## config.mk

```make
export PLATFORM = sky130hd
export DESIGN_NAME = cpu_cu_flat
export DESIGN_NICKNAME = d
export VERILOG_FILES = /design/src/rtl/cpu_pkg.sv /design/src/rtl/cpu_cu_if.sv /design/src/rtl/cpu_cu_decode.sv /design/src/rtl/cpu_cu.sv /design/src/flat_wrapper.sv
export SDC_FILE = /design/constraint.sdc
export NUM_CORES = 1
export LEC_CHECK = 0
export CORE_UTILIZATION = 38
export CTS_CLUSTER_DIAMETER = 150
export DETAILED_ROUTE_END_ITERATION = 6
export HOLD_SLACK_MARGIN = 0.15
export PLACE_DENSITY = 0.87
export SETUP_SLACK_MARGIN = 0.05
export SYNTH_ARGS = -nofsm -noshare
export SYNTH_HDL_FRONTEND = slang
export SYNTH_SLANG_ARGS = --single-unit
```

## constraint.sdc

```tcl
create_clock -name clk -period 2.08 [get_ports clk]
set_input_delay 0.312 -clock clk [delete_from_list [all_inputs] [get_ports clk]]
set_output_delay 0.312 -clock clk [all_outputs]
set_load 0.05 [all_outputs]
```

## src/rtl/cpu_pkg.sv

```systemverilog
// Shared types for the lab8 CPU control unit: state encodings, opcodes, branch conditions.
// Latency: n/a (declarations only).
// Backpressure: n/a.
package cpu_pkg;

    typedef enum logic [2:0] {
        ST_RESET  = 3'd0,
        ST_FETCH  = 3'd1,
        ST_DECODE = 3'd2,
        ST_ALU    = 3'd3,
        ST_LOAD   = 3'd4,
        ST_STORE  = 3'd5,
        ST_BRANCH = 3'd6,
        ST_HALT   = 3'd7
    } state_e;

    localparam logic [3:0] OP_LD  = 4'hC;
    localparam logic [3:0] OP_ST  = 4'hD;
    localparam logic [3:0] OP_BR  = 4'hE;
    localparam logic [3:0] OP_HLT = 4'hF;

    // Branch condition field IR[11:9]; codes 101-111 are never taken.
    localparam logic [2:0] BC_ALWAYS = 3'b000;
    localparam logic [2:0] BC_Z      = 3'b001;
    localparam logic [2:0] BC_N      = 3'b010;
    localparam logic [2:0] BC_C      = 3'b011;
    localparam logic [2:0] BC_NZ     = 3'b100;

    typedef struct packed {
        logic n;
        logic z;
        logic c;
    } flags_t;

    typedef struct packed {
        logic w_en;
        logic s_sel;
        logic pc_ld;
        logic pc_inc;
        logic ir_ld;
        logic adr_sel;
        logic mw_en;
        logic halted;
    } ctrl_t;

    // Execute state selected by the opcode in DECODE; everything below 0xC is an ALU op.
    function automatic state_e op_to_state(input logic [3:0] op);
        case (op)
            OP_LD:   return ST_LOAD;
            OP_ST:   return ST_STORE;
            OP_BR:   return ST_BRANCH;
            OP_HLT:  return ST_HALT;
            default: return ST_ALU;
        endcase
    endfunction

    function automatic logic branch_taken(input logic [2:0] cond, input flags_t f);
        case (cond)
            BC_ALWAYS: return 1'b1;
            BC_Z:      return f.z;
            BC_N:      return f.n;
            BC_C:      return f.c;
            BC_NZ:     return !f.z;
            default:   return 1'b0;
        endcase
    endfunction

endpackage

```

## src/rtl/cpu_cu_if.sv

```systemverilog
// Control-unit <-> execution-unit bundle: IR/flags in, control strobes and debug out.
// Latency: n/a (wires only).
// Backpressure: none.
interface cpu_cu_if #(
    parameter int CNT_W = 16
);
    logic [15:0]      IR;
    logic             N;
    logic             Z;
    logic             C;
    logic             W_En;
    logic             S_Sel;
    logic             pc_ld;
    logic             pc_inc;
    logic             ir_ld;
    logic             adr_sel;
    logic             mw_en;
    logic             halted;
    logic [2:0]       state;
    logic [CNT_W-1:0] instr_cnt;

    // Execution-unit side: supplies IR and status flags, consumes controls.
    modport master (
        output IR, N, Z, C,
        input  W_En, S_Sel, pc_ld, pc_inc, ir_ld, adr_sel, mw_en, halted, state, instr_cnt
    );

    // Control-unit side.
    modport slave (
        input  IR, N, Z, C,
        output W_En, S_Sel, pc_ld, pc_inc, ir_ld, adr_sel, mw_en, halted, state, instr_cnt
    );
endinterface

```

## src/rtl/cpu_cu_decode.sv

```systemverilog
// Combinational map from FSM state (plus branch condition and latched flags) to control strobes.
// Latency: 0 cycles (pure combinational).
// Backpressure: none. Branch evaluation only exists when CPU_CU_BRANCH_EN is defined.
module cpu_cu_decode
    import cpu_pkg::*;
(
    input  state_e     state_i,
`ifdef CPU_CU_BRANCH_EN
    input  logic [2:0] br_cond_i,
    input  flags_t     flags_i,
`endif
    output ctrl_t      ctrl_o
);

    // Moore decode: every strobe is low unless the current state asserts it.
    always_comb begin
        ctrl_o = '0;
        case (state_i)
            ST_FETCH: begin
                ctrl_o.ir_ld  = 1'b1;
                ctrl_o.pc_inc = 1'b1;
            end
            ST_ALU: begin
                ctrl_o.w_en = 1'b1;
            end
            ST_LOAD: begin
                ctrl_o.adr_sel = 1'b1;
                ctrl_o.s_sel   = 1'b1;
                ctrl_o.w_en    = 1'b1;
            end
            ST_STORE: begin
                ctrl_o.adr_sel = 1'b1;
                ctrl_o.mw_en   = 1'b1;
            end
            ST_BRANCH: begin
`ifdef CPU_CU_BRANCH_EN
                ctrl_o.pc_ld = branch_taken(br_cond_i, flags_i);
`else
                ctrl_o.pc_ld = 1'b0;
`endif
            end
            ST_HALT: begin
                ctrl_o.halted = 1'b1;
            end
            default: ctrl_o = '0;
        endcase
    end

endmodule

```

## src/rtl/cpu_cu.sv

```systemverilog
// Multi-cycle FETCH/DECODE/EXEC control unit for the lab8 16-bit CPU (CPU_CU_BRANCH_EN enables branches).
// Latency: 3 cycles per non-HALT instruction; HALT holds until reset.
// Backpressure: none; sequencing is free-running. Without CPU_CU_BRANCH_EN opcode 0xE is a retiring NOP.
module cpu_cu
    import cpu_pkg::*;
#(
    parameter int CNT_W = 16
) (
    input  logic     clk,
    input  logic     reset,
    cpu_cu_if.slave  bus
);

    state_e           state_q;
    logic [CNT_W-1:0] cnt_q;
    ctrl_t            ctrl;
    logic             retire;

    // An instruction retires as it leaves any execute state; HALT entry never counts.
    assign retire = (state_q == ST_ALU)   || (state_q == ST_LOAD) ||
                    (state_q == ST_STORE) || (state_q == ST_BRANCH);

    // Main sequencer plus retired-instruction counter; reset wins over every transition.
    always_ff @(posedge clk) begin
        if (!reset) begin
            state_q <= ST_RESET;
            cnt_q   <= '0;
        end else begin
            if (retire) begin
                cnt_q <= cnt_q + CNT_W'(1);
            end
            case (state_q)
                ST_RESET:  state_q <= ST_FETCH;
                ST_FETCH:  state_q <= ST_DECODE;
                ST_DECODE: state_q <= op_to_state(bus.IR[15:12]);
                ST_HALT:   state_q <= ST_HALT;
                default:   state_q <= ST_FETCH;
            endcase
        end
    end

`ifdef CPU_CU_BRANCH_EN
    flags_t flags_q;

    // Flags are captured only by ALU instructions, so LOAD/STORE/BRANCH leave them alone.
    always_ff @(posedge clk) begin
        if (!reset) begin
            flags_q <= '0;
        end else if (state_q == ST_ALU) begin
            flags_q <= '{n: bus.N, z: bus.Z, c: bus.C};
        end
    end

    logic unused_ir;
    assign unused_ir = ^bus.IR[8:0];

    cpu_cu_decode u_decode (
        .state_i   (state_q),
        .br_cond_i (bus.IR[11:9]),
        .flags_i   (flags_q),
        .ctrl_o    (ctrl)
    );
`else
    logic unused_ir;
    assign unused_ir = ^{bus.IR[11:0], bus.N, bus.Z, bus.C};

    cpu_cu_decode u_decode (
        .state_i (state_q),
        .ctrl_o  (ctrl)
    );
`endif

    assign bus.W_En      = ctrl.w_en;
    assign bus.S_Sel     = ctrl.s_sel;
    assign bus.pc_ld     = ctrl.pc_ld;
    assign bus.pc_inc    = ctrl.pc_inc;
    assign bus.ir_ld     = ctrl.ir_ld;
    assign bus.adr_sel   = ctrl.adr_sel;
    assign bus.mw_en     = ctrl.mw_en;
    assign bus.halted    = ctrl.halted;
    assign bus.state     = state_q;
    assign bus.instr_cnt = cnt_q;

endmodule

```

## src/flat_wrapper.sv

```systemverilog
// flat-port wrapper written by rule: the top's interface ports become plain ports
module cpu_cu_flat import cpu_pkg::*;
#(
    parameter int CNT_W = 16
)
  (clk, reset, bus_IR, bus_N, bus_Z, bus_C, bus_W_En, bus_S_Sel, bus_pc_ld, bus_pc_inc, bus_ir_ld, bus_adr_sel, bus_mw_en, bus_halted, bus_state, bus_instr_cnt);
  cpu_cu_if #(.CNT_W(CNT_W)) bus_i ();
  input  logic clk;
  input  logic reset;
  input wire logic [$bits(bus_i.IR)-1:0] bus_IR;
  input wire logic [$bits(bus_i.N)-1:0] bus_N;
  input wire logic [$bits(bus_i.Z)-1:0] bus_Z;
  input wire logic [$bits(bus_i.C)-1:0] bus_C;
  output wire logic [$bits(bus_i.W_En)-1:0] bus_W_En;
  output wire logic [$bits(bus_i.S_Sel)-1:0] bus_S_Sel;
  output wire logic [$bits(bus_i.pc_ld)-1:0] bus_pc_ld;
  output wire logic [$bits(bus_i.pc_inc)-1:0] bus_pc_inc;
  output wire logic [$bits(bus_i.ir_ld)-1:0] bus_ir_ld;
  output wire logic [$bits(bus_i.adr_sel)-1:0] bus_adr_sel;
  output wire logic [$bits(bus_i.mw_en)-1:0] bus_mw_en;
  output wire logic [$bits(bus_i.halted)-1:0] bus_halted;
  output wire logic [$bits(bus_i.state)-1:0] bus_state;
  output wire logic [$bits(bus_i.instr_cnt)-1:0] bus_instr_cnt;
  assign bus_i.IR = bus_IR;
  assign bus_i.N = bus_N;
  assign bus_i.Z = bus_Z;
  assign bus_i.C = bus_C;
  assign bus_W_En = bus_i.W_En;
  assign bus_S_Sel = bus_i.S_Sel;
  assign bus_pc_ld = bus_i.pc_ld;
  assign bus_pc_inc = bus_i.pc_inc;
  assign bus_ir_ld = bus_i.ir_ld;
  assign bus_adr_sel = bus_i.adr_sel;
  assign bus_mw_en = bus_i.mw_en;
  assign bus_halted = bus_i.halted;
  assign bus_state = bus_i.state;
  assign bus_instr_cnt = bus_i.instr_cnt;
  cpu_cu #(.CNT_W(CNT_W)) u_core (.clk(clk), .reset(reset), .bus(bus_i));
endmodule
```

==> impl_metrics.tcl <==
set metrics [dict create \
    powerDensity_nw_per_um2 523 \
    grt_pass1_wl_microns 3370 \
    criticalPathCategory "reg -> out" \
    portBuffers 31 \
    via_count 955 \
    status "complete, no violations" \
    hp-class "reg -> reg" \
    synth.area.top_cells "dfxtp_1, a21oi_1, or3_1" \
    synth_edf_count 0 \
    ys_top_cells_by_count "dfxtp_1, a21oi_1, or3_1, nand2_1, o21ai_0" \
    grt-ovfl-total 0 \
    die_height_microns 51.2 \
    cts_buffers 3 \
    period_needed_ns 1.92 \
    instances_no_fill 176 \
    crit_cells 1 \
    grt_usage_pct 17.0 \
    synth_xor_xnor_area_share_pct 2.85 \
    synthFlopType "dfxtp_1" \
    vias_per_cell 5.43 \
    nets 171 \
    peakVddDrop_uv 342 \
    cp.required_ns 1.77 \
    seq_area_frac_synth_pct 41.3 \
    internal-power_mw 0.489 \
    grt_pass1_vias 794 \
    wl_per_cell_microns 12.1 \
    syn_to_final_growth_pct 44.6 \
    reg2reg_to "u_core.bus.instr_cnt[10]" \
    cpPeakStageDelay_ns 0.85 \
    crit_path_start_kind "flop" \
    crit_start "u_core.bus.instr_cnt[4]" \
    diodes 0 \
    rsz0062_at_grt "no" \
    htree_levels 1 \
    yosys.cell_count.top_type "dfxtp_1" \
    synth_cells 112 \
    postRouteAntennaNets 0 \
    slew_headroom_pct 62.5 \
    drc 0 \
    power_switching_mw 0.208 \
    root_buffer "clkbuf_4" \
    synth.top_cell.area_share_pct 41.3 \
    combPwrFrac_pct 18.4 \
    core_sq_um 2250 \
    routed_wl_microns 2130 \
    leakagePower_nw 0.464 \
    cp_data_arrival_time_ns 1.60 \
    r2r_start "u_core.bus.state[0]" \
    drive_above_1_share_pct 17.6 \
    synth_top_family_by_area "simple AND/OR/NAND/NOR gates" \
    worstSetupEndpointType "output port" \
    worst_pin_slew_ns 0.560 \
    tns_ns 0 \
    clock_latency_ns 0.29 \
    r2r_slack_ns 0.31 \
    std_cell_rows 17 \
    rr_worst_depth 5 \
    drv_cap 0 \
    period_share_pct 92.2 \
    place_congestion 0.759 \
    dpl.cell_count 170 \
    crit_path_max_fanout 7 \
    max_freq_mhz 522 \
    setup_viol 0 \
    synth_nets 134 \
    critPathCapture "bus_instr_cnt[4]" \
    synth.avg_cell_area_sq_um 8.22 \
    clkSlewWorstSetupHoldPaths_ns 0.11 \
    antenna_found_initial 0 \
    p_sw_share_pct 29.8 \
    pwr-share-clk_pct 26.7 \
    dr.pass1.iters 4 \
    hold_viol 0 \
    worstPathCellList "clkdlybuf4s50_1" \
    synthDistinctLibCells 33 \
    clock_sinks 19 \
    syn_area_sq_um 921 \
    drtIter0Drc 22 \
    synth_seq_cells 19 \
    slew_violations 0 \
    start_util_pct 40.8 \
    synth_compound_area_share_pct 21.7 \
    synth_mux_area_share_pct 0 \
    cp_num_buf_inv 1 \
    synth_largest_area_cell "dfxtp_1" \
    cts_tree "yes" \
    dp.final_hpwl_microns 1630 \
    power_frac_seq_pct 54.9 \
    async_flop_share_pct 0 \
    grt_max_degree 13 \
    synthAdderAreaFrac_pct 1.36 \
    yosysWarnings 0 \
    synth-simple-area-share_pct 27.2 \
    cpLargestDelayFamily "buffers and inverters" \
    cp_slowest_cell "clkdlybuf4s50_1" \
    die_area_sq_um 2620 \
    clk_path_buf_depth 2 \
    num_io_pins 48 \
    fin_worst_skew_ns 0.00668 \
    die_w_microns 51.2 \
]
[worst reg2reg max path, cell delays in order, from the launching register on]
cell	delay [ns]
dfxtp_2	0.46
and3b_2	0.29
o211ai_1	0.24
buf_4	0.25
or3_1	0.34
a21oi_1	0.14
[how the worst min path moves through the flow]
stage	startpoint	cells past startpoint	to	slack [ns]
6_report	u_core.bus.instr_cnt[15]	2	u_core.bus.instr_cnt[15]	0.49
5_1_grt	u_core.bus.instr_cnt[15]	2	u_core.bus.instr_cnt[15]	0.52
4_1_cts	u_core.bus.instr_cnt[15]	2	u_core.bus.instr_cnt[15]	0.49
3_5_place_dp	u_core.bus.instr_cnt[15]	2	u_core.bus.instr_cnt[15]	0.48
3_3_place_gp	u_core.bus.instr_cnt[15]	2	u_core.bus.instr_cnt[15]	0.47
2_1_floorplan	reset	2	u_core.bus.state[2]	0.43
[logic make-up after synthesis]
group                      Yosys count
DFF                                 19
other                                1
adders and majority gates            1
and+or+nand+nor                     44
xor gates and xnor gates             3
AOI/OAI and AO/OA                   34
buffers and inverters               10
[timing repair]
action | 4_1_cts | 5_1_grt
hold buffers | 0 | 0
resized for setup | 0 | 1
setup endpoints to repair | 0 | 2
buffers inserted | 0 | 2
[placed cells by master, fill, tap and decap left out, types with 2 or more instances in the layout]
master,Yosys,routed
o31ai_1,3,3
o21ai_0,8,8
or4_1,3,3
a21oi_1,15,15
nand4_1,3,3
buf_4,2,12
nand2_1,8,8
dfxtp_2,0,2
dfxtp_1,19,17
and4_1,2,2
nor2_1,7,5
or3_1,10,10
clkdlybuf4s50_1,0,23
xor2_1,2,2
and2_1,2,2
o21ai_1,4,4
clkbuf_4,0,3
inv_1,4,4
nand3_1,2,2
[final cells by class]
class                   count  area [sq um]
fillers                   241           923
well taps                  28          35.0
multi-input cells          83           514
flip-flops and latches     19           383
inverters                   5          18.8
clock inverters             1          5.00
repair buffers             37           353
clock buffers               3          22.5
[power by group through the flow]
stage	clock (mW)	combinational, mW	sequential, mW
2_1_floorplan	0	0.0604	0.415
4_1_cts	0.188	0.130	0.382
6_report	0.186	0.128	0.382
3_3_place_gp	0	0.127	0.390
3_5_place_dp	0	0.129	0.390
5_1_grt	0.203	0.134	0.384
[sequential cells by signal (all words and copies together) (netlist names)]
register and cells:
u_core.bus.state 3, u_core.bus.instr_cnt 16
[metrics by stage]
stage | hold WS [ns] | util [%] | instance area [sq um] | setup WS [ns] | power (mW)
after global routing | 0.521 | 59.0 | 1330 | 0.127 | 0.721
after floorplan | 0.430 | - | 945 | 0.0253 | 0.475
after detailed placement | 0.478 | 57.0 | 1290 | 0.213 | 0.520
final | 0.492 | 59.0 | 1330 | 0.163 | 0.696
after global placement | 0.466 | 57.0 | 1290 | 0.281 | 0.517
after CTS | 0.490 | 58.3 | 1310 | 0.0977 | 0.700
[routing by layer]
layer  share of wire (%)  vias up  track usage [%]
met2                  49       40             30.9
met1                  42      434             19.0
met5                   0        -                0
met4                0.71        0             5.41
met3                 8.2        2             4.76
li1                    -      479                -
Power figures use the tool's default switching activity.
